`config.mk`:
```
export PLATFORM = sky130hd
export DESIGN_NAME = vga_fb_writer
export DESIGN_NICKNAME = d
export VERILOG_FILES = /design/src/rtl/vga_fb_writer.sv
export SDC_FILE = /design/constraint.sdc
export NUM_CORES = 2
export LEC_CHECK = 0
export BUFFER_PORTS_ARGS = -buffer_cell sky130_fd_sc_hd__buf_2
export CORE_AREA = 2 2 596 420
export CTS_BUF_LIST = sky130_fd_sc_hd__clkbuf_4
export DETAILED_ROUTE_END_ITERATION = 10
export DIE_AREA = 0 0 598 422
export MAX_ROUTING_LAYER = met4
export RECOVER_POWER = 100
export SYNTH_ARGS = -nofsm -noshare
export SYNTH_HDL_FRONTEND = slang
export SYNTH_SLANG_ARGS = --single-unit
```
`constraint.sdc`:
```
create_clock -name clk -period 6.09 [get_ports clk]
set_input_delay 1.218 -clock clk [delete_from_list [all_inputs] [get_ports clk]]
set_output_delay 1.218 -clock clk [all_outputs]
set_load 0.005 [all_outputs]
```
`src/rtl/vga_fb_writer.sv`:
```
// Character-cell framebuffer: CPU byte-enabled writes, hardware fill (clear), and a
// registered display read port with read-before-write behaviour on the shared word.
module vga_fb_writer #(
  parameter int WORDS = 75
) (
  input  logic        clk,
  input  logic        reset,
  input  logic        wr_valid,
  output logic        wr_ready,
  input  logic [8:0]  wr_addr,
  input  logic [31:0] wr_data,
  input  logic [3:0]  wr_be,
  input  logic        clear_req,
  input  logic [7:0]  clear_color,
  output logic        busy,
  output logic        oob,
  input  logic [8:0]  vaddr,
  output logic [31:0] vdata
);

  typedef enum logic {IDLE, CLEAR} state_t;

  localparam logic [7:0] WORDS8   = 8'(WORDS);
  localparam logic [6:0] LAST_IDX = 7'(WORDS - 1);

  state_t      state;
  logic [6:0]  clr_idx;
  logic [7:0]  clr_color;

  logic [31:0] mem [WORDS];

  logic [6:0]  w_idx;
  logic [6:0]  r_idx;
  logic        w_in_range;
  logic        r_in_range;
  logic        wr_accept;

  logic        mem_we;
  logic [6:0]  mem_idx;
  logic [31:0] mem_wdat;
  logic [3:0]  mem_be;

  // Byte-offset bits only select a cell inside a word and play no part in addressing.
  logic        unused_addr_bits;
  assign unused_addr_bits = ^{wr_addr[1:0], vaddr[1:0]};

  assign w_idx      = wr_addr[8:2];
  assign r_idx      = vaddr[8:2];
  assign w_in_range = ({1'b0, w_idx} < WORDS8);
  assign r_in_range = ({1'b0, r_idx} < WORDS8);

  assign wr_ready   = (state == IDLE);
  assign busy       = (state == CLEAR);
  assign wr_accept  = wr_valid && wr_ready;

  // Single write port: the fill owns it during CLEAR, the CPU otherwise.
  always_comb begin
    mem_we   = 1'b0;
    mem_idx  = w_idx;
    mem_wdat = wr_data;
    mem_be   = wr_be;
    if (state == CLEAR) begin
      mem_we   = 1'b1;
      mem_idx  = clr_idx;
      mem_wdat = {4{clr_color}};
      mem_be   = 4'hF;
    end else if (wr_accept && w_in_range) begin
      mem_we   = 1'b1;
    end
  end

  always_ff @(posedge clk) begin
    if (mem_we) begin
      for (int b = 0; b < 4; b++) begin
        if (mem_be[b]) mem[mem_idx][8*b +: 8] <= mem_wdat[8*b +: 8];
      end
    end
  end

  always_ff @(posedge clk or posedge reset) begin
    if (reset) begin
      vdata <= '0;
    end else begin
      vdata <= r_in_range ? mem[r_idx] : '0;
    end
  end

  always_ff @(posedge clk or posedge reset) begin
    if (reset) begin
      state     <= IDLE;
      clr_idx   <= '0;
      clr_color <= '0;
      oob       <= 1'b0;
    end else begin
      if (wr_accept && !w_in_range) oob <= 1'b1;
      case (state)
        IDLE: begin
          if (clear_req) begin
            clr_color <= clear_color;
            clr_idx   <= '0;
            state     <= CLEAR;
          end
        end
        CLEAR: begin
          if (clr_idx == LAST_IDX) begin
            clr_idx <= '0;
            state   <= IDLE;
          end else begin
            clr_idx <= clr_idx + 7'd1;
          end
        end
        default: state <= IDLE;
      endcase
    end
  end

endmodule

```
# Word-level counts from Yosys, hierarchy flattened
# Memories as Yosys holds them, arrays and structs flattened.
# Cells that the tools add are included.
# totals
ff_bits,49
ram_bits,2400
input_bits,66
out_inout_bits,35
elab_cells,41
memories,1
# mem_list
memory,depth,width,read_ports,rd_ports_with_merged_regs,write_ports,line_no,rtl
mem,75,32,1,0,1,30,logic [31:0] mem [WORDS];
# classes
addsub,1
order_cmp,2
n_eq_ne,2
muxes,24
bitwise,1
n_reduce_logical,5
# ops
op,count
$mux W32,2
$mux W7,3
$mux W1,16
$lt A7 B7 Y1 const B,2
$pmux W7 S2,1
$add A7 B1 Y7 const B,1
$eq A7 B7 Y1 const B,1
$mux W4,1
$logic_and A1 B1 Y1,3
$ne A2 B1 Y1 const B,1
$pmux W1 S2,1
$reduce_and A2 Y1,1
$logic_not A1 Y1,1
$not A1 Y1,1

# Logic depth before layout (Yosys ltp)
# depth
word_depth,7
ltp_mapped,10
depth_no_buf,7

# Worst setup path before layout
# No wires, ideal clock.
# synth_timing
kind,input to register
from,in wr_data[0]
to,mem mem[0][0] (data pin)
arrival_time_ns,4.189
t_required_ns,5.303
setup_slack_ns,1.114
path_stages,2
cell_sequence,inv_1 o21ai_0
# synth_between
elab_chain_len,1
# synth_rtl
element,line_no,rtl
"start, declared",11,"input logic [31:0] wr_data,"
$mux W32,62,if (state == CLEAR) begin
net mem_wdat[0],40,logic [31:0] mem_wdat;
"end, declared",30,
# The timed path passes the listed nets, and every way through them passes these cells.

# Worst setup path after layout
# layout_timing
from,"reg state, in the netlist busy"
to,mem mem[17][24] (enable)
# layout_between
elab_chain_len,7
elab_cells_between_ends,10
classes_between,7 x mux; 1 x bitwise; 2 x reduce/logical
# layout_rtl
element,line_no,rtl
"start, declared",26,state_t state;
"start signal, assigned",90,state <= IDLE;
"start signal, assigned",101,state <= CLEAR;
"start signal, assigned",107,state <= IDLE;
$not A1 Y1 (no source line),-,
$logic_and A1 B1 Y1,54,assign wr_accept = wr_valid && wr_ready;
$logic_and A1 B1 Y1,67,end else if (wr_accept && w_in_range) begin
$mux W1,67,
$mux W1,62,
$mux W1,73,if (mem_we) begin
$mux W1 (implied by the code),75,if (mem_be[b]) mem[mem_idx][8*b +: 8] <= mem_wdat[8*b +: 8];
# Parallel ways exist; a longest one is shown, timed or not.

==> out/results.tsv <==
stage	metric	value	unit
logic_synthesis	Syn Area/Cell	20.2	um2
die	chip width	598	um
clock_tree	Post-CTS Setup Inserts	0	
setup_path	CP bufs+invs	1	
power	Clk pwr share	0.405	
logic_synthesis	simple-gate share of the synthesized area	0.0227	
logic_synthesis	YS warnings	0	
outcome	failing checks	max-capacitance violations, max-slew violations	
power	NetSw	7.66	mW
logic_synthesis	mux share of post-synthesis cell area	0.153	
route	DR vias	50100	
timing	fin crit period	4980	ps
power	Sw Ratio	0.226	
power	Reg power frac	0.548	
timing	RSZ-0062 raised after global routing	false	
global_routing	antenna violations before repair	22	
power	Max rail drop VDD	0.148	mV
outcome	status	finished with violations	
logic_synthesis	cells after synthesis	4733	
logic_synthesis	syn_nets	4801	
timing	slew margin rel.	-1.48	
die	# IOs	101	
logic_synthesis	sequential fraction of the synthesis area	0.766	
global_routing	number of global-route vias before repair	50200	
setup_path	Worst Path Required	6940	ps
placement	Port Buffers	96	
logic_synthesis	post-synthesis instance area	95700	um2
global_routing	Total GRT Usage	0.214	
placement	dpl ws	1540	ps
setup_path	kind of critical path	flop to flop	
logic_synthesis	area share of the largest cell type after synthesis	0.753	
logic_synthesis	largest family of logic cells by synthesized area	multiplexers	
timing	Final setup violation count	0	
job	Max Cap Viol	32	
clock_tree	# clock sinks	2449	
timing	Final Hold Fails	0	
logic_synthesis	Post-synth ARST share	0.0200	
logic_synthesis	Compound-Gate Fraction of Synth Area	0.0404	
final_layout	number of nets in the layout	5311	
timing	Final period util	0.818	
clock_tree	CTS buffer count	597	
power	combinational share of power	0.046	
timing	Max Clk Rate	0.201	GHz
setup_path	Arrival @ worst endpoint	5840	ps
setup_path	Worst setup EP type	flop	
setup_path	Max FO, Critical Path	28	
final_layout	Filler cells	21500	
power	cell-internal power	26.2	mW
clock_tree	root buffer cell	clkbuf_4	
logic_synthesis	ys flop type	edfxtp_1	
timing	Slew Limit Fails	2350	
worst_hold_path	Min-Delay Path Class	input pin to flop	
logic_synthesis	adder-cell area share of the yosys netlist	0.000261	
setup_path	Slowest-stage cell, CP	dfrtp_1	
route	drt pass-1 iters	8	
global_routing	pin count of the biggest net entering global routing	89	
logic_synthesis	Synth top cells by count	2400 x edfxtp_1, 448 x mux4_2, 350 x nor2_1	
route	Routed WL	266000	um
die	Die Y	422	um
route	WL per Instance	29.8	um
die	Die ar.	252000	um2
clock_tree	CTS tree	built	
timing	setup ws final	1110	ps
clock_tree	clock slew at reported path FFs	60	ps
setup_path	Crit path max-delay family	simple AND/OR/NAND/NOR gates	
route	DR iter-0 viols	6022	
placement	GPL Wtd Cong	0.839	
timing	WHS	172	ps
die	Starting Density	0.388	
die	row count	153	
setup_path	CP Cell Sequence	inv_1, o32a_1, nor2_1, nand2_1, nor2_1	
logic_synthesis	Synth Register Bits	2449	
setup_path	Worst Setup Start Kind	flop	
timing	Slew @ Worst Pin	3720	ps
clock_tree	H-tree depth	6	
final_layout	Area Growth Syn to Fin	12.3	%
placement	HPWL Detailed	161000	um
logic_synthesis	number of flops mapped to enable cells by yosys	2400	
route	drt via density	5.61	
power	pwr dens	315	nW/um2
clock_tree	CTS Buffer Depth	4	
die	CORE AREA	247000	um2
setup_path	CP most frequent cell	nor2_1	
final_layout	fraction of layout cells with a size suffix above 1	0.325	
logic_synthesis	area leader, netlist	edfxtp_1	
logic_synthesis	most frequent cell after synthesis	edfxtp_1	
power	Leak	33.2	nW
logic_synthesis	xor/xnor share of the synthesized area	0.000183	
route	post-route ant nets	0	
global_routing	global-route wire length before repair	371000	um
clock_tree	Worst-Skew Late Latency	1310	ps
setup_path	worst stage delay on the critical path	1210	ps
timing	Clock Skews	109	ps
route	DRC viols	0	
timing	TNS Setup	0	ps
logic_synthesis	count of different cell masters after synthesis	47	
global_routing	total grt overflow	0	
logic_synthesis	ranking of synthesized cells by area	edfxtp_1 75%, mux4_2 11%, mux2_2 3.1%	
==> power by group through the flow <==
stage | clock network [mW] | logic, mW | registers (mW)
2_1_floorplan | 0 | 0.938 | 18.9
5_1_grt | 14.8 | 1.66 | 18.6
4_1_cts | 14.0 | 1.60 | 18.6
3_5_place_dp | 0 | 1.60 | 18.9
3_3_place_gp | 0 | 1.57 | 18.9
6_report | 13.7 | 1.58 | 18.6
==> state kept, by name (all words and copies together) (netlist names) <==
| register | cells |
|---|---|
| oob | 1 |
| clr_color | 8 |
| clr_idx | 7 |
| vdata | 32 |
| busy | 1 |
| mem | 2400 |
==> routing by layer <==
| layer | GRT usage | share of wire | vias to the layer above |
|---|---|---|---|
| met5 | - | 0 | - |
| met4 | 0.0880 | 0.040 | 0 |
| met3 | 0.0661 | 0.10 | 499 |
| met2 | 0.304 | 0.45 | 2434 |
| met1 | 0.286 | 0.41 | 26200 |
| li1 | - | - | 21000 |
==> worst paths after layout <==
kind | slack, ps | to | cells after the start | start
max | 1110 | mem[17][24] | 5 | busy
min | 170 | clr_color[5] | 2 | clear_color[5]
max reg2reg | 1110 | mem[17][24] | 5 | busy
min reg2reg | 480 | oob | 1 | oob
max in group asynchronous | 2570 | vdata[4] | 3 | reset
min in group asynchronous | 1320 | oob | 3 | reset
==> cells in the final DEF (no fill, tap or decap), types with 65 or more instances in the layout <==
cell	n
edfxtp_1	2400
clkbuf_4	864
mux4_2	448
nor2_1	348
mux2_2	260
mux2i_1	161
clkinv_1	98
o22ai_1	96
nand2_1	89
a22oi_1	86
o21ai_0	77
buf_2	76
a21oi_1	65
==> cell families after synthesis <==
group                      count (synthesis)
AOI/OAI and AO/OA                        555
xor gates and xnor gates                   2
adders and majority gates                  2
buffers and inverters                    328
DFF                                     2449
muxes                                    874
and+or+nand+nor                          523
==> layout make-up <==
cell class | count | area [um2] | area share
multi-input cells | 1956 | 21100 | 0.196
repair buffers | 199 | 1390 | 0.0130
flip-flops and latches | 2449 | 73300 | 0.682
diodes | 22 | 55.1 | 0.000512
clock buffers | 864 | 6490 | 0.0603
inverters | 40 | 150 | 0.00140
well taps | 3255 | 4070 | 0.0379
clock inverters | 139 | 977 | 0.00909
==> stage by stage <==
| step | power (mW) | area (um2) | instances | utilization |
|---|---|---|---|---|
| 5_1_grt | 35.1 | 107000 | 8917 | 0.435 |
| 3_3_place_gp | 20.5 | 100000 | 7895 | 0.406 |
| 6_report | 33.9 | 108000 | 8924 | 0.435 |
| 3_5_place_dp | 20.5 | 100000 | 7895 | 0.406 |
| 2_1_floorplan | 19.9 | 95700 | 4733 | - |
| 4_1_cts | 34.1 | 108000 | 8902 | 0.436 |
==> timing repair <==
action,4_1_cts,5_1_grt
hold endpoints to repair,4,0
gates resized for setup,0,0
hold buffers,4,0
(Power assumes the default switching activity.)
